===== src/rtl/red_pitaya_pwm_mc.sv =====
// Multi-channel dithered PWM generator with one shared period counter and double-buffered config.
// Optional center-aligned pulses are enabled by defining RP_PWM_CENTER_EN, which adds the align port.
module red_pitaya_pwm_mc #(
    parameter  int CHN = 4,
    parameter  int DW  = 8,
    parameter  int DTH = 16,
    parameter  int PER = 156,
    localparam int CCW = DW + DTH,
    localparam int IW  = (DTH > 1) ? $clog2(DTH) : 1,
    localparam int CW  = (PER > 1) ? $clog2(PER) : 1
) (
    input  logic               clk,
    input  logic               rstn,
    input  logic               en,
    input  logic [CHN*CCW-1:0] cfg,
    input  logic               cfg_we,
`ifdef RP_PWM_CENTER_EN
    input  logic [CHN-1:0]     align,
`endif
    output logic               cfg_pend,
    output logic [CHN-1:0]     pwm_o,
    output logic               pwm_s,
    output logic [IW-1:0]      dth_idx
);

    // Two spare bits so duty+dither and lo+thr never wrap.
    localparam int TW = DW + 2;

    logic [CW-1:0]            cnt;
    logic [CHN*CCW-1:0]       pending;
    logic [CHN*CCW-1:0]       active;
    logic                     boundary;
    logic [TW-1:0]            cnt_x;
    logic [CHN-1:0][TW-1:0]   thr;
    logic [CHN-1:0]           pwm_nxt;
`ifdef RP_PWM_CENTER_EN
    logic [CHN-1:0]           align_act;
    logic [CHN-1:0][TW-1:0]   lo;
`endif

    assign boundary = en && (cnt == CW'(PER - 1));
    assign cnt_x    = TW'(cnt);

    always_comb begin
        logic [TW-1:0] sum;
        sum     = '0;
        thr     = '0;
        pwm_nxt = '0;
`ifdef RP_PWM_CENTER_EN
        lo      = '0;
`endif
        for (int n = 0; n < CHN; n++) begin
            sum    = TW'(active[n*CCW+DTH +: DW]) + TW'(active[n*CCW + int'(dth_idx)]);
            thr[n] = (sum > TW'(PER)) ? TW'(PER) : sum;
`ifdef RP_PWM_CENTER_EN
            lo[n]  = (TW'(PER) - thr[n]) >> 1;
            pwm_nxt[n] = align_act[n] ? ((cnt_x >= lo[n]) && (cnt_x < lo[n] + thr[n]))
                                      : (cnt_x < thr[n]);
`else
            pwm_nxt[n] = cnt_x < thr[n];
`endif
        end
    end

    always_ff @(posedge clk or negedge rstn) begin
        if (!rstn) begin
            cnt       <= '0;
            dth_idx   <= '0;
            pending   <= '0;
            active    <= '0;
            cfg_pend  <= 1'b0;
            pwm_o     <= '0;
            pwm_s     <= 1'b0;
`ifdef RP_PWM_CENTER_EN
            align_act <= '0;
`endif
        end else begin
            if (cfg_we) begin
                pending  <= cfg;
                cfg_pend <= 1'b1;
            end else if (boundary) begin
                cfg_pend <= 1'b0;
            end
            // A write on the boundary cycle still promotes the old pending word.
            if (boundary) begin
                active    <= pending;
`ifdef RP_PWM_CENTER_EN
                align_act <= align;
`endif
            end
            if (en) begin
                cnt   <= boundary ? '0 : cnt + CW'(1);
                pwm_o <= pwm_nxt;
                pwm_s <= boundary;
                if (boundary)
                    dth_idx <= (dth_idx == IW'(DTH - 1)) ? '0 : dth_idx + IW'(1);
            end else begin
                cnt     <= '0;
                dth_idx <= '0;
                pwm_o   <= '0;
                pwm_s   <= 1'b0;
            end
        end
    end

endmodule


===== config.mk =====
export PLATFORM = sky130hd
export DESIGN_NAME = red_pitaya_pwm_mc
export DESIGN_NICKNAME = d
export VERILOG_FILES = /design/src/rtl/red_pitaya_pwm_mc.sv
export SDC_FILE = /design/constraint.sdc
export NUM_CORES = 1
export LEC_CHECK = 0
export CAP_MARGIN = 20
export CORE_UTILIZATION = 50
export CTS_CLUSTER_SIZE = 16
export DETAILED_ROUTE_END_ITERATION = 10
export GPL_TIMING_DRIVEN = 0
export MAX_ROUTING_LAYER = met4
export PLACE_DENSITY = 0.71
export SLEW_MARGIN = 10
export SYNTH_ARGS = -nofsm -noshare
export SYNTH_HDL_FRONTEND = slang
export SYNTH_SLANG_ARGS = --single-unit

===== constraint.sdc =====
create_clock -name clk -period 5 [get_ports clk]
set_input_delay 1 -clock clk [delete_from_list [all_inputs] [get_ports clk]]
set_output_delay 1 -clock clk [all_outputs]
set_load 0.005 [all_outputs]

==> implementation parameters, run 1 <==
Parameter                              Value

Routing
  Drt pass-1 iters ... 4
  Number of design-rule violations left by the first detailed-router iteration ... 344
  Total Wirelength ... 20200 um
  Antenna violation net count after detailed routing ... 0
  Routed len/inst ... 17.0 um
  Total number of vias ... 6502
  Ratio of routed vias to standard cells ... 5.45
  Number of remaining DRC errors ... 0

STA
  Endpoints failing setup ... 0
  Count of endpoints failing hold in the final timing report ... 0
  Final min period ... 4630 ps
  Unrepaired setup endpoints after global routing ... false
  Max frequency ... 216 MHz
  Transition at the pin with the smallest max-transition slack ... 703 ps
  Fraction of the cycle the final worst path needs ... 0.927
  Max-slew violation count ... 0
  Normalized max-slew margin ... 0.531
  Final Skew ... 16.6 ps

Floorplanning
  Core Rows ... 51
  Total Die Area ... 20600 um^2
  Starting density of the core ... 0.512
  Placeable core region ... 19600 um^2
  Die Height ... 144 um
  I/O pin total ... 110
  Die width ... 144 um

Global routing
  Total routing resource utilization after global routing ... 0.217
  Via count of the first global-routing pass ... 6646
  Pin count of the biggest net entering global routing ... 93
  Gr ovfl total ... 0
  Number of antenna violations at the first check in global routing ... 0
  Wire length of the first global-routing pass ... 33800 um

Worst setup path
  Classification of the worst setup path ... flop to flop
  Category of the worst setup path launch point ... flop
  CP max stage delay ... 510 ps
  Number of buffers and inverters on the critical path ... 3
  Cell with the largest stage delay on the worst path ... sky130_fd_sc_hd__mux4_2
  Largest delay contributor family on the critical path ... compound AO/OA/AOI/OAI gates
  Arrival time at the worst endpoint ... 5020 ps
  Data required time at the worst endpoint ... 5380 ps
  Critical path's most frequent cell ... sky130_fd_sc_hd__ha_1
  Sequence of cells on the critical path ... buf_8 > buf_6 > mux4_2 > a22oi_1 > nand2_1 > ha_1 > ha_1 > buf_4 > xor2_1 > or4b_4 > a221oi_2 > o21bai_1 > or2_1 > ha_1 > a21oi_1 > nor2b_1 > o21ai_0 > a21oi_1 > a2111oi_2
  CP Capture Type ... flop
  Maximum fanout along the worst path ... 10

Synthesis
  Syn_nets ... 916
  EDFF count, synth ... 0
  Total number of yosys warnings ... 0
  Ys flop type ... sky130_fd_sc_hd__dfrtp_1
  Post-synth top area share ... 0.524
  Leading post-synthesis cells by cell area ... sky130_fd_sc_hd__dfrtp_1 52%, sky130_fd_sc_hd__mux2_2 22%, sky130_fd_sc_hd__ha_1 4.7%, sky130_fd_sc_hd__mux4_2 1.8%, sky130_fd_sc_hd__nand2_1 1.4%
  Seq/Total Area, Yosys ... 0.524
  Number of cells produced by synthesis ... 778
  Synth Cell Area ... 10000 um^2
  Leading area contributor after synthesis ... sky130_fd_sc_hd__dfrtp_1
  Fraction of registers with async set/reset ... 1.00
  Mean Syn Cell Area ... 12.9 um^2
  FF+latch count, synth ... 210
  Number of distinct library cells after synthesis ... 62

Place
  Half-perimeter wire length of the detailed placement result ... 14500 um
  Count of buffers from port buffering ... 108
  Routability-driven placement congestion ratio ... 0.853
  Post-place instance area ... 11500 um^2

Hold path
  Class of the most critical hold timing path ... primary input to asynchronous set/reset pin

Layout
  Antenna cell count ... 0
  Final design area excluding fillers ... 12300 um^2
  P&R area growth vs syn ... 22.2%
  Fraction of final layout cells with drive strength greater than 1 ... 0.279
  Share of the core filled with cells in the final layout ... 0.626
  Final net count ... 1050
  Number of fill cells in the layout ... 1566
  Storage cell area ... 5260 um^2
  Multi-input gate area ... 4580 um^2

Clock network
  CTS buffer count ... 22
  Hold buffer count at cts ... 0
  Longest Clk Path Bufs ... 3
  CTS Root Cell ... sky130_fd_sc_hd__clkbuf_16
  Clock tree from TritonCTS ... done
  Total number of clock tree sinks ... 210
  Clock latency of the later-clocked register in the worst-skew pair ... 510 ps
  Level count of the clock H-tree ... 1
  CTS clock-pin slew for the worst setup and hold paths ... 60 ps

Power and ir drop
  Areal power density over the cells ... 306 nW/um^2
  Maximum vdd drop ... 220 uV
  Static Leakage ... 5.43 nW

Flow run
  Max Cap Viol ... 0

Run status
  Outcome ... completed
## synth_stat cells (all sizes together) (2+ instances only)
library cell  count
mux4              8
nor4              3
a41o              2
ha               38
nand4             8
nand2b            7
o21ai            24
dfrtp           210
mux2            196
and4              4
and2              3
nand3            22
nand2            39
mux2i            12
a21oi            25
nor3b             2
clkbuf           26
nor2             29
nand4b            3
xor2             12
and3              5
a221oi            5
nor2b             5
a211oi            5
xnor2            12
or2               2
inv               6
a22oi             4
a21o              3
a31oi             8
buf              14
nor3             11
o2111ai           2
o21a              3
## cell usage in the layout, fill, tap and decap left out, types with 4 or more instances in the layout
cell and n:
sky130_fd_sc_hd__dfrtp_1 209, sky130_fd_sc_hd__mux2_2 196, sky130_fd_sc_hd__clkdlybuf4s50_1 107, sky130_fd_sc_hd__ha_1 38
sky130_fd_sc_hd__nand2_1 37, sky130_fd_sc_hd__clkbuf_1 32, sky130_fd_sc_hd__nor2_1 29, sky130_fd_sc_hd__a21oi_1 25
sky130_fd_sc_hd__o21ai_0 22, sky130_fd_sc_hd__nand3_1 22, sky130_fd_sc_hd__clkbuf_16 22, sky130_fd_sc_hd__xnor2_1 12
sky130_fd_sc_hd__mux2i_1 12, sky130_fd_sc_hd__xor2_1 12, sky130_fd_sc_hd__nor3_1 11, sky130_fd_sc_hd__a31oi_1 8
sky130_fd_sc_hd__nand4_1 8, sky130_fd_sc_hd__mux4_2 8, sky130_fd_sc_hd__nand2b_1 7, sky130_fd_sc_hd__inv_1 6
sky130_fd_sc_hd__buf_2 6, sky130_fd_sc_hd__nor2b_1 5, sky130_fd_sc_hd__and3_1 5, sky130_fd_sc_hd__a211oi_1 5
sky130_fd_sc_hd__and4_1 4, sky130_fd_sc_hd__a221oi_1 4, sky130_fd_sc_hd__a22oi_1 4
## worst reg2reg max path, cell delays in order, from the launching register on
cell                        delay, ps
sky130_fd_sc_hd__dfrtp_2          410
sky130_fd_sc_hd__buf_8            180
sky130_fd_sc_hd__buf_6            210
sky130_fd_sc_hd__mux4_2           520
sky130_fd_sc_hd__a22oi_1          170
sky130_fd_sc_hd__nand2_1          130
sky130_fd_sc_hd__ha_1             240
sky130_fd_sc_hd__ha_1             190
sky130_fd_sc_hd__buf_4            160
sky130_fd_sc_hd__xor2_1           140
sky130_fd_sc_hd__or4b_4           510
sky130_fd_sc_hd__a221oi_2         300
sky130_fd_sc_hd__o21bai_1         130
sky130_fd_sc_hd__or2_1            230
sky130_fd_sc_hd__ha_1             180
sky130_fd_sc_hd__a21oi_1          150
sky130_fd_sc_hd__nor2b_1           60
sky130_fd_sc_hd__o21ai_0          160
sky130_fd_sc_hd__a21oi_1          100
sky130_fd_sc_hd__a2111oi_2        350
## flip-flops by register name, summed over array words and instances, names as in the netlist
register  flops
active       96
cfg_pend      1
cnt           8
dth_idx       4
pending      96
pwm_o         4
pwm_s         1
## routing by layer
metal	wire (um)	track usage	share of wire
met5	0	-	0
met4	308	0.0487	0.015
met3	894	0.0350	0.044
met2	9990	0.355	0.49
met1	9060	0.283	0.45
## logic make-up after synthesis
group | synth area share
AO/OA/AOI/OAI | 0.0620
XOR/XNOR | 0.0210
adder cells (fa/ha/maj) | 0.0474
buffers and inverters | 0.0193
flip-flops | 0.524
multiplexers | 0.250
AND/OR/NAND/NOR | 0.0760
## timing repair
| item | 4_1_cts | 5_1_grt |
|---|---|---|
| setup endpoints to repair | 1 | 2 |
| buffers inserted | 0 | 0 |
| gates resized for setup | 2 | 10 |
| pin swaps | 0 | 0 |
## through the flow
| stage | hold slack (ps) | std cells | setup slack (ps) | setup TNS [ps] | power, W |
|---|---|---|---|---|---|
| floorplan | 474 | 778 | 627 | 0 | 0.00196 |
| global placement | 462 | 1151 | -5880 | -1229110 | 0.00212 |
| detailed placement | 478 | 1153 | -90.4 | -90.4 | 0.00213 |
| CTS | 424 | 1192 | 35.1 | 0 | 0.00379 |
| global route | 445 | 1192 | 44.9 | 0 | 0.00389 |
| finish | 414 | 1192 | 367 | 0 | 0.00375 |
## power by group
part           switching [W]  internal [W]  total (W)
Clock               0.000651       0.00100    0.00165
Combinational      0.0000988      0.000164   0.000263
Sequential         0.0000512       0.00178    0.00183
## path summary, 6_finish.rpt
path                                            to                    from  cells after the start  slack [ps]
min                        pending[18]$_DFFE_PN0P_                    rstn                      1         410
min in group clk              cfg_pend$_DFFE_PN0P_    cfg_pend$_DFFE_PN0P_                      1         490
min reg2reg                   cfg_pend$_DFFE_PN0P_    cfg_pend$_DFFE_PN0P_                      1         490
max                             pwm_o[0]$_DFF_PN0_  dth_idx[0]$_DFFE_PN0P_                     19         370
max in group asynchronous   active[59]$_DFFE_PN0P_                    rstn                      3        3460
max reg2reg                     pwm_o[0]$_DFF_PN0_  dth_idx[0]$_DFFE_PN0P_                     19         370
## final cells by class
cell class,count,area share
flip-flops and latches,210,0.429
inverters,6,0.00184
clock buffers,31,0.0493
clock inverters,8,0.0105
multi-input cells,522,0.373
repair buffers,110,0.0931
plain buffers,40,0.0157
well taps,265,0.0271
Note: power is estimated with default switching activity, not from simulation.
==> run 2, diff against run 1 <==
--- a/config.mk
+++ b/config.mk
@@ -12,6 +12,7 @@
 export GPL_TIMING_DRIVEN = 0
 export MAX_ROUTING_LAYER = met4
 export PLACE_DENSITY = 0.71
+export RECOVER_POWER = 100
 export SLEW_MARGIN = 10
 export SYNTH_ARGS = -nofsm -noshare
 export SYNTH_HDL_FRONTEND = slang
==> implementation parameters, run 2 (synthesized netlist as in run 1, its figures left out) <==
Parameter                              Value

Worst setup path
  Cell with the largest stage delay on the worst path ... sky130_fd_sc_hd__mux4_2
  Setup slack of the most critical reg-to-reg path ... 330 ps (-30 ps)
  Critical path's most frequent cell ... sky130_fd_sc_hd__ha_1
  CP Capture Type ... flop
  Critical register-to-register path endpoint ... pwm_o[0]$_DFF_PN0_
  Path depth of the worst reg2reg path ... 19 (unchanged)
  Data required time at the worst endpoint ... 5380 ps (about the same)
  Worst setup path startpoint ... dth_idx[0]$_DFFE_PN0P_
  CP max stage delay ... 510 ps (about the same)
  Arrival time at the worst endpoint ... 5040 ps (+20 ps)
  CP Depth ... 19 (unchanged)
  Maximum fanout along the worst path ... 10 (unchanged)
  Reg-to-reg startpoint ... dth_idx[0]$_DFFE_PN0P_
  Sequence of cells on the critical path ... buf_8 > buf_6 > mux4_2 > a22oi_1 > nand2_1 > ha_1 > ha_1 > buf_4 > xor2_1 > or4b_4 > a221oi_2 > o21bai_1 > or2_1 > ha_1 > a21oi_1 > nor2b_1 > o21ai_0 > a21oi_1 > a2111oi_2
  Largest delay contributor family on the critical path ... compound AO/OA/AOI/OAI gates
  Termination of the worst setup path ... pwm_o[0]$_DFF_PN0_
  Number of buffers and inverters on the critical path ... 3 (unchanged)
  Classification of the worst setup path ... flop to flop
  Category of the worst setup path launch point ... flop

Layout
  P&R area growth vs syn ... 21.9%
  Final design area excluding fillers ... 12200 um^2 (-0.29%)
  Top library cells by usage in the layout, fill and taps aside ... 209 x sky130_fd_sc_hd__dfrtp_1, 196 x sky130_fd_sc_hd__mux2_2, 97 x sky130_fd_sc_hd__clkdlybuf4s50_1, 39 x sky130_fd_sc_hd__clkbuf_1
  Final net count ... 1050 (unchanged)
  Post-route insts no fill ... 1193 (+0.084%)
  Registers with the highest flip-flop counts ... active: 96 flops, pending: 96 flops, cnt: 8 flops
  Fraction of final layout cells with drive strength greater than 1 ... 0.274 (-0.00539)
  Most common cell after layout, fill and taps aside ... sky130_fd_sc_hd__dfrtp_1
  Number of fill cells in the layout ... 1571 (+0.32%)

Floorplanning
  Core Rows ... 51 (unchanged)
  Placeable core region ... 19600 um^2 (unchanged)
  Starting density of the core ... 0.512 (unchanged)
  Die Height ... 144 um (unchanged)
  Total Die Area ... 20600 um^2 (unchanged)
  I/O pin total ... 110 (unchanged)
  Die width ... 144 um (unchanged)

Global routing
  Total routing resource utilization after global routing ... 0.217 (unchanged)
  Via count of the first global-routing pass ... 6646 (unchanged)
  Wire length of the first global-routing pass ... 33800 um (unchanged)
  Gr ovfl total ... 0 (unchanged)
  Pin count of the biggest net entering global routing ... 93 (unchanged)
  Number of antenna violations at the first check in global routing ... 1 (+1)

Routing
  Total Wirelength ... 20300 um (+0.18%)
  Number of design-rule violations left by the first detailed-router iteration ... 381 (+11%)
  Total number of vias ... 6516 (+0.22%)
  Routed len/inst ... 17.0 um (about the same)
  Antenna violation net count after detailed routing ... 0 (unchanged)
  Number of remaining DRC errors ... 0 (unchanged)
  Ratio of routed vias to standard cells ... 5.46 (+0.13%)
  Drt pass-1 iters ... 6 (+2)

Clock network
  Longest Clk Path Bufs ... 3 (unchanged)
  CTS Root Cell ... sky130_fd_sc_hd__clkbuf_16
  Level count of the clock H-tree ... 1 (unchanged)
  Setup fix buffers added after clock tree synthesis ... 0 (unchanged)
  Hold buffer count at cts ... 0 (unchanged)
  CTS buffer count ... 22 (unchanged)
  Clock latency of the later-clocked register in the worst-skew pair ... 510 ps (about the same)
  Total number of clock tree sinks ... 210 (unchanged)
  CTS clock-pin slew for the worst setup and hold paths ... 60 ps (about the same)
  Clock tree from TritonCTS ... done
  Post-CTS Resized ... 2 (unchanged)

Power and ir drop
  Switching power of the nets ... 0.000803 W (+0.14%)
  Proportion of power drawn by combinational gates ... 0.069 (about the same)
  Clk pwr share ... 0.441 (about the same)
  Static Leakage ... 5.43 nW (about the same)
  Net switching fraction of the power ... 0.214 (+0.000437)
  Portion of total power attributed to sequential cells ... 0.490 (about the same)
  Power Internal ... 0.00294 W (-0.12%)
  Maximum vdd drop ... 220 uV (+0.12%)
  Areal power density over the cells ... 307 nW/um^2 (+0.22%)

STA
  Endpoints failing setup ... 0 (unchanged)
  Final Skew ... 16.3 ps (-0.243 ps)
  Transition at the pin with the smallest max-transition slack ... 3200 ps (+2500 ps)
  Fraction of the cycle the final worst path needs ... 0.933 (+0.00649)
  Unrepaired setup endpoints after global routing ... false
  Max frequency ... 214 MHz (-0.70%)
  Max-slew violation count ... 58 (+58)
  Count of endpoints failing hold in the final timing report ... 0 (unchanged)
  Final min period ... 4670 ps (+32.4 ps)
  Normalized max-slew margin ... -1.13 (-1.66)

Run status
  Outcome ... complete, but fails checks
  Failing checks ... capacitance limit, slew limit

Flow run
  Max Cap Viol ... 1 (+1)

Place
  Routability-driven placement congestion ratio ... 0.853 (unchanged)
  Count of buffers from port buffering ... 108 (unchanged)
  Post-place instance area ... 11500 um^2 (unchanged)
  Half-perimeter wire length of the detailed placement result ... 14500 um (unchanged)
  Placed Cells ... 1153 (unchanged)

Hold path
  Startpoint of the tightest hold check path ... cfg_pend$_DFFE_PN0P_
  Hold Crit Depth ... 1
  Class of the most critical hold timing path ... flop to flop
==> run 2: through the flow <==
step	TNS [ps]	hold slack (ps)	setup WS (ps)	util	total power [W]
global placement	-1229110	462	-5880	0.584	0.00212
floorplan	0	474	627	-	0.00196
CTS	0	424	35.1	0.625	0.00379
global route	0	510	44.9	0.624	0.00389
finish	0	484	335	0.624	0.00375
detailed placement	-90.4	478	-90.4	0.587	0.00213
==> run 2: layout make-up <==
class                           instances  area, um^2  share of cell area
Multi-Input combinational cell        522        4570               0.374
Clock inverter                          8         129              0.0105
Buffer                                 40         189              0.0155
Sequential cell                       210        5260               0.430
Inverter                                6        22.5             0.00184
Tap cell                              265         332              0.0271
Antenna cell                            1        2.50            0.000205
Clock buffer                           31         604              0.0495
Timing Repair Buffer                  110        1110              0.0908
==> run 2: worst min-delay path by stage <==
stage | to
after global routing | cfg_pend$_DFFE_PN0P_
final | cfg_pend$_DFFE_PN0P_
after floorplan | active[15]$_DFFE_PN0P_
after global placement | cfg_pend$_DFFE_PN0P_
after detailed placement | cfg_pend$_DFFE_PN0P_
after CTS | pending[21]$_DFFE_PN0P_
==> run 2: power by group through the flow <==
| stage | Combinational [W] | Sequential [W] | Clock, W |
|---|---|---|---|
| 6_report | 0.000259 | 0.00183 | 0.00165 |
| 5_1_grt | 0.000289 | 0.00184 | 0.00176 |
| 4_1_cts | 0.000269 | 0.00183 | 0.00169 |
| 3_5_place_dp | 0.000268 | 0.00187 | 0 |
| 3_3_place_gp | 0.000257 | 0.00186 | 0 |
| 2_1_floorplan | 0.000123 | 0.00184 | 0 |
==> run 2: metal layers <==
metal / track usage / up-vias / share of wire
li1: - / 3116 / -
met1: 0.283 / 3263 / 0.46
met2: 0.355 / 110 / 0.49
met3: 0.0350 / 27 / 0.040
met4: 0.0487 / 0 / 0.015
met5: - / - / 0
